--- config.mk ---
export PLATFORM = sky130hd
export DESIGN_NAME = mult_pipe_hs_flat
export DESIGN_NICKNAME = d
export VERILOG_FILES = /design/src/rtl/mult_pipe_hs_if.sv /design/src/rtl/mult_pipe_hs.sv /design/src/flat_wrapper.sv
export SDC_FILE = /design/constraint.sdc
export NUM_CORES = 1
export LEC_CHECK = 0
export ABC_AREA = 1
export BUFFER_PORTS_ARGS = -buffer_cell sky130_fd_sc_hd__buf_2
export CAP_MARGIN = 20
export CORE_ASPECT_RATIO = 1.4
export CORE_MARGIN = 2
export CORE_UTILIZATION = 45
export CTS_CLUSTER_DIAMETER = 50
export CTS_CLUSTER_SIZE = 28
export DETAILED_ROUTE_END_ITERATION = 10
export HOLD_SLACK_MARGIN = 0.12
export PLACE_DENSITY = 0.69
export SLEW_MARGIN = 20
export SYNTH_ARGS = -nofsm -noshare
export SYNTH_HDL_FRONTEND = slang
export SYNTH_SLANG_ARGS = --single-unit
--- constraint.sdc ---
create_clock -name clk -period 3.35 [get_ports clk]
set_input_delay 0 -clock clk [delete_from_list [all_inputs] [get_ports clk]]
set_output_delay 0 -clock clk [all_outputs]
set_load 0.03 [all_outputs]
--- src/rtl/mult_pipe_hs_if.sv ---
// mult_pipe_hs_if: operand/result stream bundle for mult_pipe_hs.
// The master side is the producer/consumer pair; the slave side is the multiplier.
interface mult_pipe_hs_if #(
    parameter int N = 8,
    parameter int M = 4
);
    logic                     in_vld;
    logic                     in_rdy;
    logic [N-1:0]             mult1;
    logic [M-1:0]             mult2;
    logic                     out_vld;
    logic                     out_rdy;
    logic [N+M-1:0]           res;
    logic                     busy;
    logic [$clog2(M+1)-1:0]   inflight;

    modport master (
        output in_vld, mult1, mult2, out_rdy,
        input  in_rdy, out_vld, res, busy, inflight
    );

    modport slave (
        input  in_vld, mult1, mult2, out_rdy,
        output in_rdy, out_vld, res, busy, inflight
    );
endinterface

--- src/rtl/mult_pipe_hs.sv ---
// mult_pipe_hs: fully pipelined shift-add multiplier with valid/ready on both sides.
// Stage k consumes multiplier bit k-1; stage M is the output register, so latency
// and capacity are both M. Empty stages are filled from upstream (bubble-collapsing).
// Build macro SIGNED_MULT_EN: two's complement operands, last stage subtracts.
module mult_pipe_hs #(
    parameter int N = 8,
    parameter int M = 4
) (
    input logic           clk,
    input logic           rstn,
    mult_pipe_hs_if.slave bus
);
    localparam int W  = N + M;
    localparam int CW = $clog2(M + 1);

    logic [M:1]    r_vld;
    logic [W-1:0]  r_acc   [1:M];
    logic [W-1:0]  r_mcand [1:M];
    logic [M-1:0]  r_mplr  [1:M];
    logic [CW-1:0] r_inflight;

    // w_go[k]: stage k may load this cycle; w_go[M+1] is the consumer's ready.
    logic [M+1:1]  w_go;
    logic [M:1]    w_drain;
    logic [M:1]    w_load;
    logic [W-1:0]  w_ext;
    logic [W-1:0]  w_part;
    logic [W-1:0]  w_acc_in   [1:M];
    logic [W-1:0]  w_mcand_in [1:M];
    logic [M-1:0]  w_mplr_in  [1:M];
    logic          w_unused;

    // Ready chain from the consumer back to the producer; in_vld never feeds in_rdy.
    always_comb begin
        // NOTE: every always_comb output gets a default first so no path can infer a latch.
        w_go      = '0;
        w_drain   = '0;
        w_load    = '0;
        w_go[M+1] = bus.out_rdy;
        for (int k = M; k >= 1; k--) begin
            w_drain[k] = r_vld[k] && w_go[k+1];
            w_go[k]    = !r_vld[k] || w_drain[k];
        end
        w_load[1] = bus.in_vld && w_go[1];
        for (int k = 2; k <= M; k++) begin
            w_load[k] = w_drain[k-1];
        end
    end

    // Next contents of every stage: entry from the operands, then one partial product per stage.
    always_comb begin
`ifdef SIGNED_MULT_EN
        w_ext = {{M{bus.mult1[N-1]}}, bus.mult1};
`else
        w_ext = {{M{1'b0}}, bus.mult1};
`endif
        w_part        = '0;
        w_mcand_in[1] = w_ext;
        w_mplr_in[1]  = bus.mult2;
        w_acc_in[1]   = bus.mult2[0] ? w_ext : '0;
`ifdef SIGNED_MULT_EN
        if (M == 1) begin
            w_acc_in[1] = bus.mult2[0] ? ('0 - w_ext) : '0;
        end
`endif
        for (int k = 2; k <= M; k++) begin
            w_mcand_in[k] = r_mcand[k-1];
            w_mplr_in[k]  = r_mplr[k-1];
            w_part        = r_mplr[k-1][k-1] ? (r_mcand[k-1] << (k - 1)) : '0;
`ifdef SIGNED_MULT_EN
            // The sign bit of a two's complement multiplier carries weight -2^(M-1).
            w_acc_in[k]   = (k == M) ? (r_acc[k-1] - w_part) : (r_acc[k-1] + w_part);
`else
            w_acc_in[k]   = r_acc[k-1] + w_part;
`endif
        end
    end

    // Pipeline stages: load from upstream, drain to downstream, or hold.
    always_ff @(posedge clk) begin
        if (!rstn) begin
            r_vld <= '0;
            // NOTE: stage data is cleared too, so res reads 0 after reset rather than stale data.
            for (int k = 1; k <= M; k++) begin
                r_acc[k]   <= '0;
                r_mcand[k] <= '0;
                r_mplr[k]  <= '0;
            end
        end else begin
            // NOTE: non-blocking assignments let each stage read its neighbour's old value.
            for (int k = 1; k <= M; k++) begin
                if (w_load[k]) begin
                    r_vld[k]   <= 1'b1;
                    r_acc[k]   <= w_acc_in[k];
                    r_mcand[k] <= w_mcand_in[k];
                    r_mplr[k]  <= w_mplr_in[k];
                end else if (w_drain[k]) begin
                    r_vld[k]   <= 1'b0;
                end
            end
        end
    end

    // Occupancy: +1 per accept, -1 per delivered result, unchanged when both happen.
    always_ff @(posedge clk) begin
        if (!rstn) begin
            r_inflight <= '0;
        end else if (w_load[1] && !w_drain[M]) begin
            r_inflight <= r_inflight + CW'(1);
        end else if (!w_load[1] && w_drain[M]) begin
            r_inflight <= r_inflight - CW'(1);
        end
    end

    assign bus.in_rdy   = w_go[1];
    assign bus.out_vld  = r_vld[M];
    assign bus.res      = r_acc[M];
    assign bus.inflight = r_inflight;
    assign bus.busy     = (r_inflight != '0);

    // The last stage's multiplicand and multiplier have no further consumer.
    assign w_unused = ^{r_mcand[M], r_mplr[M]};
endmodule
--- src/flat_wrapper.sv ---
// flat-port wrapper written by rule: the top's interface ports become plain ports
module mult_pipe_hs_flat 
#(
    parameter int N = 8,
    parameter int M = 4
)
  (clk, rstn, bus_in_vld, bus_mult1, bus_mult2, bus_out_rdy, bus_in_rdy, bus_out_vld, bus_res, bus_busy, bus_inflight);
  mult_pipe_hs_if #(.N(N), .M(M)) bus_i ();
  input logic clk;
  input logic rstn;
  input wire logic [$bits(bus_i.in_vld)-1:0] bus_in_vld;
  input wire logic [$bits(bus_i.mult1)-1:0] bus_mult1;
  input wire logic [$bits(bus_i.mult2)-1:0] bus_mult2;
  input wire logic [$bits(bus_i.out_rdy)-1:0] bus_out_rdy;
  output wire logic [$bits(bus_i.in_rdy)-1:0] bus_in_rdy;
  output wire logic [$bits(bus_i.out_vld)-1:0] bus_out_vld;
  output wire logic [$bits(bus_i.res)-1:0] bus_res;
  output wire logic [$bits(bus_i.busy)-1:0] bus_busy;
  output wire logic [$bits(bus_i.inflight)-1:0] bus_inflight;
  assign bus_i.in_vld = bus_in_vld;
  assign bus_i.mult1 = bus_mult1;
  assign bus_i.mult2 = bus_mult2;
  assign bus_i.out_rdy = bus_out_rdy;
  assign bus_in_rdy = bus_i.in_rdy;
  assign bus_out_vld = bus_i.out_vld;
  assign bus_res = bus_i.res;
  assign bus_busy = bus_i.busy;
  assign bus_inflight = bus_i.inflight;
  mult_pipe_hs #(.N(N), .M(M)) u_core (.clk(clk), .rstn(rstn), .bus(bus_i));
endmodule
-- Word-level counts from Yosys, hierarchy flattened
Memories as Yosys holds them, arrays and structs flattened.
Index checks and enable logic that the tools add are counted.
- add/sub/neg operators: 5
- mux-type cells: 39
- bitwise gates (word level): 12
- reductions and logical operators: 23
- operators with widths (operator ; number):
    12-bit two-way mux ; 11
    12-bit adder ; 3
    1-bit two-way mux ; 21
    4-bit two-way mux ; 4
    1-bit OR ; 12
    2-bit nonzero test ; 5
    8-bit two-way mux ; 1
    1-bit logical AND ; 7
    1-bit logical NOT ; 6
    3-bit two-way mux ; 2
    1-bit logical OR ; 4
    3-bit by 1-bit adder with 3-bit output (second input constant) ; 1
    3-bit nonzero test ; 1
    3-bit by 1-bit subtractor with 3-bit output (second input constant) ; 1
- register bits after elaboration: 7
- RAM bits: 112
- input port bits: 16
- output and inout bits: 18
- word-level logic and storage cells: 87
- memories kept: 3
- memories (memory ; words ; width ; rd ports ; clocked after Yosys merged registers in ; wr ports ; line ; text):
    u_core.r_acc ; 4 ; 12 ; 4 ; 0 ; 4 ; mult_pipe_hs.sv:17 ; logic [W-1:0] r_acc [1:M];
    u_core.r_mcand ; 4 ; 12 ; 3 ; 0 ; 4 ; mult_pipe_hs.sv:18 ; logic [W-1:0] r_mcand [1:M];
    u_core.r_mplr ; 4 ; 4 ; 3 ; 0 ; 4 ; mult_pipe_hs.sv:19 ; logic [M-1:0] r_mplr [1:M];

-- Logic depth before layout (Yosys ltp)
- depth after elaboration: 13
- depth in mapped cells: 13
- mapped depth without buffers: 13

-- Worst setup path after synthesis
Ideal clock, no wire load.
- path type: flip-flop to flip-flop
- start: register u_core.r_vld[4] (netlist name)
- end: register u_core.r_acc[0][12] (netlist name)
- arrival time: 2.181 ns
- setup slack: 0.748 ns
- stages on the path, launching flop included: 6
- buffers on the path: 0
- cells stage by stage: dfxtp_1 inv_1 nor2_4 nand4_4 inv_1 o21ai_0
- RTL lines (element ; line ; text):
    start, declared ; mult_pipe_hs.sv:16 ; logic [M:1] r_vld;
    start signal, assigned ; mult_pipe_hs.sv:82 ; r_vld <= '0;
    start signal, assigned by index ; mult_pipe_hs.sv:93 ; r_vld[k] <= 1'b1;
    start signal, assigned by index ; mult_pipe_hs.sv:98 ; r_vld[k] <= 1'b0;

==> metrics.md <==
| Metric | Value |
|---|---|
| Status | finished, final reports clean |
| Port-buffer cells | 33 |
| Post-CTS Setup Repair Bufs | 0 |
| Post-Layout Cell Count | 628 |
| Post-synthesis cell count | 474 |
| DR pass1 iterations | 4 |
| Sequential share of the synthesized area | 0.533 |
| Hold Path Class | primary input to flip-flop |
| # resized after CTS | 0 |
| CTS buffer count | 9 |
| Hold-fix buffers, CTS | 14 |
| Fmax | 500 MHz |
| HP Start | bus_mult2[0] |
| Via-per-instance ratio | 4.66 |
| Die Height | 119 um |
| Io pins | 34 |
| Top delay family on crit path | adder cells |
| Cell mode on critical path | nand2_1 |
| R2R setup slack | 1350 ps |
| Placed instance count | 598 |
| Core area | 9350 sq um |
| Synth top area share | 0.500 |
| Synth Net Count | 518 |
| Synth top area cells | edfxtp_1, inv_1, nand2_1, ha_1, nor2_1 |
| Startpoint Class | flip-flop |
| Setup violators final | 0 |
| CP max stage delay | 490 ps |
| Worst-path cell chain | nand2_1, inv_1, ha_1, fa_1, nand2_1, nand2_1, nand3b_1, nand2_1, nand2_1, a21oi_1 |
| Die Footprint | 10,300 sq um |
| R2r startpoint | u_core.r_mplr[0][15]$_SDFFCE_PN0P_ |
| Worst r2r path cells | 10 |
| Relative slew slack | 0.292 |
| Slew @ Worst Pin | 1060 ps |
| CTS root buf | clkbuf_16 |
| # rows | 42 |
| DRC | 0 |
| Max-cap violations | 0 |
| CP max-delay cell | edfxtp_1 |
| Yosys reg bits | 78 |
| Detail Route Antenna Nets | 0 |
| Crit path kind | flip-flop to flip-flop |
| CTS tree | yes |
| Via count | 2,928 |
| Starting Density | 0.456 |
| Post-DP HPWL | 4.97 mm |
| Largest net degree at the start of global routing | 21 |
| Reg clk slew, reported paths | 60 ps |
| Total grt overflow | 0 |
| WL final | 6.52 mm |
| ANT cells | 0 |
| FF-to-FF End | u_core.r_acc[0][57]$_SDFFCE_PN0P_ |
| Fin. Hold Viols | 0 |
| Leakage power | 2.42 nW |
| # nets final | 557 |
| Fin Setup TNS | 0 ps |
| Synthesis-to-layout area growth | 14.7% |
| Arrival @ worst endpoint | 2060 ps |
| WP buf/inv | 1 |
| Final Critical Period | 2000 ps |
| Gp weighted congestion | 0.813 |
| Tcrit/Tclk final | 0.597 |
| Final Max Tran Viols | 0 |
| Chip width | 86.3 um |
| Initial antenna violation count | 0 |
| Mapped cell area | 4260 sq um |
| Power Dens Cells | 484 nW/um^2 |
| Worst Hold End | u_core.r_acc[0][12]$_SDFFCE_PN0P_ |
| Synth unique cells | 26 |
| First-pass GRT wire length | 11.4 mm |
| Peak VDD IR | 322 uV |
| Worst-Skew Late Latency | 330 ps |
| Cell taking the most area after synthesis | edfxtp_1 |
| Mean post-synth cell area | 9.00 sq um |
| Unrepaired setup endpoints after global routing | false |
| H-tree depth | 3 |
| Share of layout cells above drive strength 1 | 0.120 |
| Vias in the first global route | 2,808 |
| Max clock buf depth | 2 |
| Critical Path Fanout Max | 8 |
| Total clock sinks | 78 |
| Synthesis Warnings | 0 |
| Hold Path Depth | 3 |
| Global router's overall resource usage | 0.138 |
| CP endpoint kind | flip-flop |
| DR WL/cell | 10.4 um |
| Setup Skew | 5.79 ps |
| DR iter-0 viols | 163 |
| Crit path required time | 3410 ps |
cells in the final DEF (no fill, tap or decap), types with 7 or more instances in the layout:
cell / count
a21oi_1: 33
buf_2: 33
clkbuf_16: 9
dfxtp_1: 7
dlygate4sd3_1: 14
edfxtp_1: 71
ha_1: 24
inv_1: 103
nand2_1: 93
nand3_1: 17
nor2_1: 71
or2_2: 7
routing by layer:
layer	global-route usage	vias up	share of wire
li1	-	1562	-
met1	0.143	1306	0.40
met2	0.257	46	0.55
met3	0.0256	14	0.028
met4	0.0713	0	0.022
met5	0	-	0
registers in the layout (all words and copies together), names as in the netlist:
| register | count |
|---|---|
| u_core.r_acc | 41 |
| u_core.r_mcand | 24 |
| u_core.r_mplr | 6 |
| u_core.r_vld | 4 |
| u_core.bus.inflight | 3 |
layout make-up:
cell class / instances / area [sq um]
Fill cell: 831 / 4460
Sequential cell: 78 / 2270
Multi-Input combinational cell: 272 / 1460
Inverter: 104 / 390
Timing Repair Buffer: 48 / 313
Clock buffer: 9 / 225
Tap cell: 110 / 138
Clock inverter: 7 / 88.8
where the power goes:
group / switching [W] / internal (W)
clock: 0.000369 / 0.000646
sequential: 0.0000268 / 0.00112
combinational: 0.000135 / 0.0000741
cells by family (layout without fill, tap and decap cells):
family,Yosys count,in the layout,synth area share
compound gates,40,40,0.0469
xor+xnor,1,1,0.00205
fa+ha+maj,28,28,0.0892
buf+inv,124,168,0.124
flops,78,78,0.533
simple gates,203,203,0.205
worst register-to-register path, delay by kind of cell (launching register included):
| kind | cells | cell delay [ps] |
|---|---|---|
| buffers and inverters | 1 | 40 |
| adder cells (fa/ha/maj) | 2 | 600 |
| flip-flops | 1 | 490 |
| AO/OA/AOI/OAI | 1 | 60 |
| AND/OR/NAND/NOR | 6 | 540 |
worst max-delay path by stage:
stage / start / slack [ps] / cells after the start / endpoint
CTS: u_core.r_mplr[0][10]$_SDFFCE_PN0P_ / 1350 / 10 / u_core.r_acc[0][44]$_SDFFCE_PN0P_
detailed placement: u_core.r_mplr[0][15]$_SDFFCE_PN0P_ / 1360 / 10 / u_core.r_acc[0][57]$_SDFFCE_PN0P_
global placement: u_core.r_mplr[0][15]$_SDFFCE_PN0P_ / 1430 / 10 / u_core.r_acc[0][59]$_SDFFCE_PN0P_
global route: u_core.r_mplr[0][15]$_SDFFCE_PN0P_ / 1190 / 10 / u_core.r_acc[0][57]$_SDFFCE_PN0P_
finish: u_core.r_mplr[0][15]$_SDFFCE_PN0P_ / 1350 / 10 / u_core.r_acc[0][57]$_SDFFCE_PN0P_
floorplan: u_core.r_vld[4]$_SDFFE_PN0P_ / 750 / 5 / u_core.r_acc[0][12]$_SDFFCE_PN0P_
through the flow:
step | cell area, sq um | hold WS [ps] | power, W | setup WS, ps | util
2_1_floorplan | 4260 | 145 | 0.00132 | 748 | -
3_3_place_gp | 4440 | 300 | 0.00136 | 1430 | 0.474
3_5_place_dp | 4440 | 301 | 0.00136 | 1360 | 0.474
4_1_cts | 4890 | 276 | 0.00238 | 1350 | 0.523
5_1_grt | 4890 | 325 | 0.00245 | 1190 | 0.523
6_report | 4890 | 268 | 0.00237 | 1350 | 0.523
cells in the mapped netlist (all sizes together):
cell,count
or2,7
nand3,18
buf,18
clkbuf,2
nor3b,2
a21oi,33
o21ai,7
nor2,74
ha,24
xnor2,1
nor3,1
fa,4
edfxtp,71
nand4,3
inv,104
nand3b,4
dfxtp,7
nand2,94
Note: power is estimated with default switching activity, not from simulation.
